===== src/rtl/alu_issue_queue_pkg.sv =====
// Shared defaults, FSM state type and opcode field constants for the ALU issue queue.
package alu_issue_queue_pkg;
    localparam int DEPTH_DEFAULT = 4;
    localparam int WIDTH_DEFAULT = 4;
    localparam int OPW_DEFAULT   = 3;
    localparam int SEQW_DEFAULT  = 8;

    typedef enum logic {
        IDLE = 1'b0,
        EXEC = 1'b1
    } state_t;

    localparam logic [1:0] OP_AND = 2'b00;
    localparam logic [1:0] OP_OR  = 2'b01;
    localparam logic [1:0] OP_ADD = 2'b10;
endpackage


===== src/rtl/alu_issue_queue_sync_fifo.sv =====
// Single-clock FIFO with wrap-bit pointers; head is the entry at the read pointer.
module sync_fifo #(
    parameter int W     = 11,
    parameter int DEPTH = 4
) (
    input  logic         clk,
    input  logic         reset,
    input  logic         clear,
    input  logic         push,
    input  logic         pop,
    input  logic [W-1:0] wdata,
    output logic         full,
    output logic         empty,
    output logic [W-1:0] head
);
    localparam int AW = $clog2(DEPTH);

    logic [W-1:0] mem [DEPTH];
    logic [AW:0]  wr_ptr;
    logic [AW:0]  rd_ptr;

    always_ff @(posedge clk or negedge reset) begin
        if (!reset) begin
            wr_ptr <= '0;
            rd_ptr <= '0;
        end else if (clear) begin
            wr_ptr <= '0;
            rd_ptr <= '0;
        end else begin
            if (push) wr_ptr <= wr_ptr + 1'b1;
            if (pop)  rd_ptr <= rd_ptr + 1'b1;
        end
    end

    always_ff @(posedge clk) begin
        if (push && !clear) mem[wr_ptr[AW-1:0]] <= wdata;
    end

    assign empty = (wr_ptr == rd_ptr);
    assign full  = (wr_ptr[AW] != rd_ptr[AW]) && (wr_ptr[AW-1:0] == rd_ptr[AW-1:0]);
    assign head  = mem[rd_ptr[AW-1:0]];
endmodule


===== src/rtl/alu_issue_queue.sv =====
// Buffers ALU operations, holds one stable in a registered issue slot and captures
// the combinational ALU result into a tagged valid/ready output slot.
//
// state | meaning
// IDLE  | issue slot empty, waiting for a FIFO entry
// EXEC  | issue slot drives the ALU, waiting for a free output slot to capture
module alu_issue_queue
    import alu_issue_queue_pkg::*;
#(
    parameter int DEPTH = DEPTH_DEFAULT,
    parameter int WIDTH = WIDTH_DEFAULT,
    parameter int OPW   = OPW_DEFAULT,
    parameter int SEQW  = SEQW_DEFAULT
) (
    input  logic             clk,
    input  logic             reset,
    input  logic             flush,
    input  logic             in_valid,
    output logic             in_ready,
    input  logic [OPW-1:0]   in_opcode,
    input  logic [WIDTH-1:0] in_a,
    input  logic [WIDTH-1:0] in_b,
    output logic [OPW-1:0]   alu_opcode,
    output logic [WIDTH-1:0] alu_data_a,
    output logic [WIDTH-1:0] alu_data_b,
    input  logic [WIDTH-1:0] alu_result,
    input  logic [3:0]       alu_status,
    output logic             out_valid,
    input  logic             out_ready,
    output logic [WIDTH-1:0] out_result,
    output logic [3:0]       out_status,
    output logic [SEQW-1:0]  out_seq,
    output logic             busy
);
    localparam int EW = OPW + 2 * WIDTH;

    state_t          state;
    state_t          state_nxt;
    logic            fifo_full;
    logic            fifo_empty;
    logic [EW-1:0]   fifo_head;
    logic            push;
    logic            pop;
    logic            capture;
    logic [EW-1:0]   issue_q;
    logic [SEQW-1:0] seq_cnt;

    // Reset is folded in so upstream never sees a ready while the block is held in reset.
    assign in_ready = reset && !fifo_full && !flush;
    assign push     = in_valid && in_ready;
    assign capture  = (state == EXEC) && !flush && (!out_valid || out_ready);

    sync_fifo #(
        .W     (EW),
        .DEPTH (DEPTH)
    ) u_fifo (
        .clk   (clk),
        .reset (reset),
        .clear (flush),
        .push  (push),
        .pop   (pop),
        .wdata ({in_opcode, in_a, in_b}),
        .full  (fifo_full),
        .empty (fifo_empty),
        .head  (fifo_head)
    );

    always_comb begin
        state_nxt = state;
        pop       = 1'b0;
        if (flush) begin
            state_nxt = IDLE;
        end else begin
            case (state)
                IDLE: begin
                    if (!fifo_empty) begin
                        pop       = 1'b1;
                        state_nxt = EXEC;
                    end
                end
                EXEC: begin
                    if (capture) begin
                        pop       = !fifo_empty;
                        state_nxt = fifo_empty ? IDLE : EXEC;
                    end
                end
                default: state_nxt = IDLE;
            endcase
        end
    end

    always_ff @(posedge clk or negedge reset) begin
        if (!reset) begin
            state   <= IDLE;
            issue_q <= '0;
        end else begin
            state <= state_nxt;
            if (flush)    issue_q <= '0;
            else if (pop) issue_q <= fifo_head;
        end
    end

    // A new capture wins over the consumer draining the slot on the same edge.
    always_ff @(posedge clk or negedge reset) begin
        if (!reset) begin
            out_valid  <= 1'b0;
            out_result <= '0;
            out_status <= '0;
            out_seq    <= '0;
            seq_cnt    <= '0;
        end else if (capture) begin
            out_valid  <= 1'b1;
            out_result <= alu_result;
            out_status <= alu_status;
            out_seq    <= seq_cnt;
            seq_cnt    <= seq_cnt + 1'b1;
        end else if (out_ready) begin
            out_valid <= 1'b0;
        end
    end

    assign alu_opcode = issue_q[EW-1 -: OPW];
    assign alu_data_a = issue_q[2*WIDTH-1 -: WIDTH];
    assign alu_data_b = issue_q[WIDTH-1:0];
    assign busy       = !fifo_empty || (state == EXEC) || out_valid;
endmodule

===== config.mk =====
export PLATFORM = sky130hd
export DESIGN_NAME = alu_issue_queue
export DESIGN_NICKNAME = d
export VERILOG_FILES = /design/src/rtl/alu_issue_queue_pkg.sv /design/src/rtl/alu_issue_queue_sync_fifo.sv /design/src/rtl/alu_issue_queue.sv
export SDC_FILE = /design/constraint.sdc
export NUM_CORES = 1
export LEC_CHECK = 0
export BUFFER_PORTS_ARGS = -buffer_cell sky130_fd_sc_hd__buf_2
export CORE_MARGIN = 2
export CORE_UTILIZATION = 35
export DETAILED_ROUTE_END_ITERATION = 8
export PLACE_DENSITY_LB_ADDON = 0.08
export SLEW_MARGIN = 25
export SYNTH_ARGS = -nofsm -noshare
export SYNTH_HDL_FRONTEND = slang
export SYNTH_HIERARCHICAL = 1
export SYNTH_SLANG_ARGS = --single-unit
export TNS_END_PERCENT = 50

===== constraint.sdc =====
create_clock -name clk -period 5.2 [get_ports clk]
set_clock_uncertainty 0.1 [all_clocks]
set_input_delay 0.78 -clock clk [delete_from_list [all_inputs] [get_ports clk]]
set_output_delay 0.78 -clock clk [all_outputs]
set_load 0.02 [all_outputs]

==> results.sh, run 1 <==
export IMPL_cp_start_kind="flip-flop"
export IMPL_multi_input_area_um2=1026
export IMPL_drcViolationCount=0
export IMPL_viasPerCell=4.568
export IMPL_maxCapViolCount=0
export IMPL_fin_area_um2=4076
export IMPL_die_w_um=103.9
export IMPL_finalSetupTns_ps=0
export IMPL_cp_end_kind="primary output"
export IMPL_track_usage_pct=12.72
export IMPL_crit_required_ps=4320
export IMPL_synth_top_area_share_pct=37.85
export IMPL_cts_sinks=87
export IMPL_ys_seq_area_share_pct=68.67
export IMPL_min_path_type="reg2reg"
export IMPL_slew_viol_final=0
export IMPL_htreeDepth=3
export IMPL_design_core_area_um2=9729
export IMPL_drtAntennaViolNets=0
export IMPL_gp_congestion=0.6592
export IMPL_num_vias=1946
export IMPL_io_buffer_count=53
export IMPL_layout_commonest_cell="nand2_1"
export IMPL_cts_root_buffer="clkbuf_8"
export IMPL_fillers=940
export IMPL_worst_pin_slew_ps=798.0
export IMPL_crit_type="reg2out"
export IMPL_floorplan_initialDensity_pct=35.88
export IMPL_yosys_warnings=6
export IMPL_syn_avg_cell_area_um2=15.11
export IMPL_async_reset_ff_share_pct=49.43
export IMPL_hold_depth=2
export IMPL_ys_flop_type="edfxtp_1"
export IMPL_hold_viol=0
export IMPL_drive_gt1_share_pct=28.33
export IMPL_fmax_mhz=288.7
export IMPL_relSlewSlack_pct=46.60
export IMPL_regArea_um2=2397
export IMPL_wl_mm=6.460
export IMPL_finalCritPeriodShare_pct=66.60
export IMPL_final_cell_mix="nand2_1, buf_2, edfxtp_1"
export IMPL_die_y_um=103.9
export IMPL_place_area_um2=3870
export IMPL_cp_max_fo=14
export IMPL_grt_pass1_wl_mm=10.63
export IMPL_clockBufferDepth=2
export IMPL_setup_slack_ps=1737
export IMPL_grt_overflow_total=0
export IMPL_post_route_min_period_ps=3463
export IMPL_syn_area_um2=3491
export IMPL_nets=318
export IMPL_setup_viol=0
export IMPL_outcome="completed"
export IMPL_finalPower_mw=1.651
export IMPL_drt_initial_drc_count=82
export IMPL_synth_area_leader_cell="edfxtp_1"
export IMPL_wl_per_cell_um=15.16
export IMPL_clock_latency_ps=350
export IMPL_yosysUniqueCellTypes=33
export IMPL_cp_arrival_ps=2580
export IMPL_dpl_worst_slack_ps=1991
export IMPL_cts_tree="built"
export IMPL_dieArea_um2=10790
export IMPL_power_density_nw_per_um2=404.9
export IMPL_dpl_hpwl_mm=4.293
export IMPL_ys_ff_latch=87
export IMPL_syn_instance_count=231
export IMPL_dr_pass1_iters=4
export IMPL_synthTopCellsByArea="edfxtp_1, dfrtp_1, nand2_1"
export IMPL_reg2regPathDepth=6
export IMPL_rows=36
export IMPL_rsz0062_at_grt="false"
export IMPL_synth_edf_count=44
export IMPL_clk_pin_slew_ps=90
export IMPL_holdBufCountCts=0
export IMPL_areaGrowthSynthToFinish_pct=16.77
export IMPL_cts_setup_buffers=0
export IMPL_ctsResizeCount=0
export IMPL_io_pin_count=54
export IMPL_p_leak_nw=1.759
export IMPL_grt_max_degree=45
export IMPL_synth_nets=261
export IMPL_grt_pass1_vias=1966
export IMPL_cts_inserted_buffers=9
export IMPL_diodes=0
export IMPL_antenna_found_initial=0
export IMPL_ir_drop_v=0.0001965
[cell usage after synthesis, types with 2 or more instances]
library cell	number
and2_1	5
xor2_1	4
nand2_1	56
mux4_2	8
nor2_1	5
mux4_1	3
dfrtp_1	43
mux2i_1	2
a22o_1	11
nand3b_1	2
xnor2_1	8
buf_6	4
nand4_1	2
a21oi_1	4
nand3_1	2
nor3_2	2
nor3b_1	2
edfxtp_1	44
ha_1	6
buf_2	3
inv_1	2
a21bo_2	2
[worst paths after layout]
| kind | startpoint | slack (ps) | endpoint |
|---|---|---|---|
| setup reg to reg | u_fifo/rd_ptr[0] | 2270 | u_fifo/mem[1][5] |
| min in group asynchronous | reset | 400 | out_status[2] |
| hold reg to reg | out_seq[2] | 370 | out_seq[2] |
| hold / removal | out_seq[2] | 370 | out_seq[2] |
| max in group asynchronous | reset | 4220 | issue_q[9] |
| setup / recovery | u_fifo/rd_ptr[0] | 1740 | busy |
[stage by stage]
| step | hold WS (ps) | std cells | utilization, % |
|---|---|---|---|
| 2_1_floorplan | 341.5 | 231 | - |
| 3_3_place_gp | 351.3 | 410 | 39.70 |
| 3_5_place_dp | 357.6 | 410 | 39.78 |
| 4_1_cts | 378.0 | 426 | 41.90 |
| 5_1_grt | 387.3 | 426 | 41.90 |
| 6_report | 373.0 | 426 | 41.90 |
[sequential cells by signal, summed over array words and instances, names as in the netlist]
signal,flops
issue_q,11
u_fifo/wr_ptr,3
u_fifo/rd_ptr,3
out_result,4
u_fifo/mem,44
out_status,4
state,1
out_valid,1
out_seq,8
seq_cnt,8
[final cells by class]
cell class | instances | share of cell area [%]
sequential | 87 | 58.81
multi-input combinational | 134 | 25.17
timing repair buffer | 54 | 6.691
tap | 133 | 4.082
clock buffer | 13 | 3.407
clock inverter | 3 | 1.657
inverter | 2 | 0.1842
[power by group]
part | switching (mW) | total (mW) | internal [mW] | leakage, nW
Combinational | 0.179 | 0.292 | 0.113 | 0.689
Sequential | 0.0634 | 0.863 | 0.800 | 0.972
Clock | 0.223 | 0.495 | 0.272 | 0.0978
[critical path, cell delays in order, from the launching register on]
cell and delay, ps:
dfrtp_1 860, xor2_1 180, nor3b_1 610, or3b_1 420, buf_2 170
[metal layers]
layer / share of wire (%) / track usage [%] / wire, um / up-vias
met2: 46 / 19.64 / 2950 / 49
met5: 0 / 0 / 0 / -
met3: 4.0 / 3.446 / 261 / 7
met4: 1.4 / 4.923 / 88 / 0
met1: 49 / 17.19 / 3160 / 954
li1: - / - / - / 936
[cells by family after synthesis]
| kind of cell | after synthesis | synth area share [%] |
|---|---|---|
| flops | 87 | 68.67 |
| xor+xnor | 12 | 3.011 |
| buf+inv | 10 | 2.150 |
| mux | 13 | 7.993 |
| simple gates | 85 | 11.76 |
| compound gates | 18 | 4.265 |
| fa+ha+maj | 6 | 2.150 |
Note: power is estimated with default switching activity, not from simulation.
==> run 2: changes to the inputs <==
ABC_AREA = 1   (was not set)
clock period = 3.1 ns   (was 5.2 ns; I/O delays follow)
==> run 2 against run 1 <==
Effect of this change: register-to-register slack got worse by 1700 ps; sequential power rose by 69%; design area rose by 7.4%; hold slack got worse by 250 ps; non-clock buffer count is 8 higher; critical path type unchanged; critical path depth grew 3; routed wire length rose by 26%; die area grew 8.8%; combinational power increased by 140%; synthesized cell count up 59%.
==> results.sh, run 2 <==
export IMPL_multi_input_area_um2=1110
export IMPL_ys_ff_latch=87
export IMPL_setup_slack_ps=503.6
export IMPL_wl_per_cell_um=14.31
export IMPL_crit_top_cell="nand2_1"
export IMPL_grt_overflow_total=0
export IMPL_track_usage_pct=14.80
export IMPL_cts_sinks=87
export IMPL_synth_top_area_share_pct=34.66
export IMPL_dr_pass1_iters=4
export IMPL_cts_inserted_buffers=9
export IMPL_cp_arrival_ps=2030
export IMPL_grt_pass1_wl_mm=13.01
export IMPL_p_leak_nw=2.050
export IMPL_critPathLaunch="u_fifo/rd_ptr[1]"
export IMPL_floorplan_initialDensity_pct=35.48
export IMPL_cp_end_kind="primary output"
export IMPL_outcome="completed"
export IMPL_setup_viol=0
export IMPL_r2r_setup_slack_ps=560
export IMPL_yosys_warnings=6
export IMPL_cts_root_buffer="clkbuf_8"
export IMPL_r2r_start="u_fifo/rd_ptr[1]"
export IMPL_clk_pin_slew_ps=100
export IMPL_post_route_min_period_ps=2596
export IMPL_ys_flop_type="edfxtp_1"
export IMPL_regArea_um2=2397
export IMPL_slew_viol_final=0
export IMPL_cp_start_kind="flip-flop"
export IMPL_ctsResizeCount=0
export IMPL_critical_path_top_delay_family="flip-flops"
export IMPL_crit_cells=7
export IMPL_holdBufCountCts=0
export IMPL_cts_tree="built"
export IMPL_rsz0062_at_grt="false"
export IMPL_maxCapViolCount=0
export IMPL_drive_gt1_share_pct=20.79
export IMPL_drcViolationCount=0
export IMPL_ys_seq_area_share_pct=62.88
export IMPL_critPathBufInv=2
export IMPL_nets=453
export IMPL_wl_mm=8.127
export IMPL_largest_register_ffs=44
export IMPL_synth_area_leader_cell="edfxtp_1"
export IMPL_synth_nets=397
export IMPL_viasPerCell=4.544
export IMPL_dpl_hpwl_mm=5.851
export IMPL_grt_pass1_vias=2379
export IMPL_finalSetupTns_ps=0
export IMPL_io_buffer_count=53
export IMPL_critPathSlowestCell="dfrtp_1"
export IMPL_path_cells="inv_2 > nand2_1 > nand2_1 > nand2_1 > nor2_1 > nor3b_1 > buf_2"
export IMPL_crit_type="reg2out"
export IMPL_syn_instance_count=367
export IMPL_async_reset_ff_share_pct=49.43
export IMPL_syn_area_um2=3812
export IMPL_die_y_um=108.4
export IMPL_gp_congestion=0.7677
export IMPL_drtAntennaViolNets=0
export IMPL_dieArea_um2=11740
export IMPL_io_pin_count=54
export IMPL_fillers=1078
export IMPL_cts_setup_buffers=0
export IMPL_yosysUniqueCellTypes=23
export IMPL_synthTopCellsByArea="edfxtp_1, dfrtp_1, nand2_1"
export IMPL_design_core_area_um2=10750
export IMPL_finalCritPeriodShare_pct=83.75
export IMPL_min_path_type="in2async"
export IMPL_yosys_cell_count_top_type="nand2_1"
export IMPL_num_vias=2581
export IMPL_reg2regPathDepth=10
export IMPL_crit_required_ps=2530
export IMPL_final_cell_mix="nand2_1, buf_2, edfxtp_1"
export IMPL_drt_initial_drc_count=175
export IMPL_relSlewSlack_pct=57.91
export IMPL_fin_hold_ws_ps=122.6
export IMPL_dpl_worst_slack_ps=576.8
export IMPL_clockBufferDepth=2
export IMPL_grt_max_degree=47
export IMPL_fmax_mhz=385.1
export IMPL_clock_latency_ps=360
export IMPL_r2r_end="u_fifo/mem[2][1]"
export IMPL_die_w_um=108.4
export IMPL_areaGrowthSynthToFinish_pct=14.83
export IMPL_fin_util_pct=40.74
export IMPL_antenna_found_initial=0
export IMPL_finalPower_mw=2.934
export IMPL_endpoint="in_ready"
export IMPL_slowest_delay_ps=650
export IMPL_rows=38
export IMPL_synth_edf_count=44
export IMPL_hold_viol=0
export IMPL_diodes=0
export IMPL_syn_avg_cell_area_um2=10.39
export IMPL_worst_pin_slew_ps=630.7
export IMPL_power_density_nw_per_um2=670.3
export IMPL_cp_max_fo=14
export IMPL_layout_commonest_cell="nand2_1"
export IMPL_htreeDepth=3
export IMPL_yosys_top_cells_count="nand2_1, edfxtp_1, dfrtp_1, inv_1, nand4_1"
export IMPL_ir_drop_v=0.0002275
==> run 2: cell count changes in the layout (fill, tap and decap cells not counted), sizes merged, moves of 5 or more <==
cell / delta
nand2: +67
buf: +8
nor2: +11
xnor2: -5
inv: +46
o211ai: +22
o21ai: +7
mux4: -11
nand4: +21
nand3: +5
a22o: -11
==> run 2: layout make-up <==
cell class,count,area share [%]
clock buffers,9,2.829
clock inverters,7,1.686
inverters,44,3.772
multi-input cells,219,25.35
flip-flops and latches,87,54.76
well taps,140,4.001
repair buffers,62,7.602
==> run 2: power breakdown <==
| part | switching [mW] | internal, mW | total, mW |
|---|---|---|---|
| Combinational | 0.464 | 0.226 | 0.690 |
| Clock | 0.466 | 0.318 | 0.784 |
| Sequential | 0.0941 | 1.37 | 1.46 |
==> run 2: worst reg2reg max path, cell delays in order (launching register included) <==
cell and delay [ps]:
dfrtp_1 650, inv_2 220, nand2_1 120, nand2_1 50, nand2_1 80, nor2_1 40, nor3b_1 290, and2_1 240
nand2_1 110, nor2_1 150, buf_4 210
==> run 2: how the worst min path moves through the flow <==
stage / endpoint / cells after the start
finish: issue_q[4] / 2
global route: issue_q[8] / 2
CTS: issue_q[4] / 2
detailed placement: out_seq[1] / 2
global placement: out_result[1] / 2
floorplan: issue_q[0] / 0
==> run 2: cell families after synthesis <==
group	synth area share [%]
adders and majority gates	1.969
AOI/OAI and AO/OA	6.301
DFF	62.88
buffers and inverters	8.008
xor gates and xnor gates	1.608
and+or+nand+nor	19.23
==> run 2: per-layer routing <==
layer | share of wire [%] | track usage (%) | up-vias | routed length, um
met5 | 0 | 0 | - | 0
met4 | 0.74 | 5.495 | 0 | 60
met3 | 5.1 | 3.014 | 7 | 418
met2 | 38 | 18.06 | 61 | 3123
met1 | 56 | 24.75 | 1189 | 4525
li1 | - | - | 1324 | -
==> run 2: metrics by stage <==
step           instances  area, um^2
6_report             568        4378
5_1_grt              568        4378
4_1_cts              568        4378
3_5_place_dp         552        4180
3_3_place_gp         552        4180
2_1_floorplan        367        3812
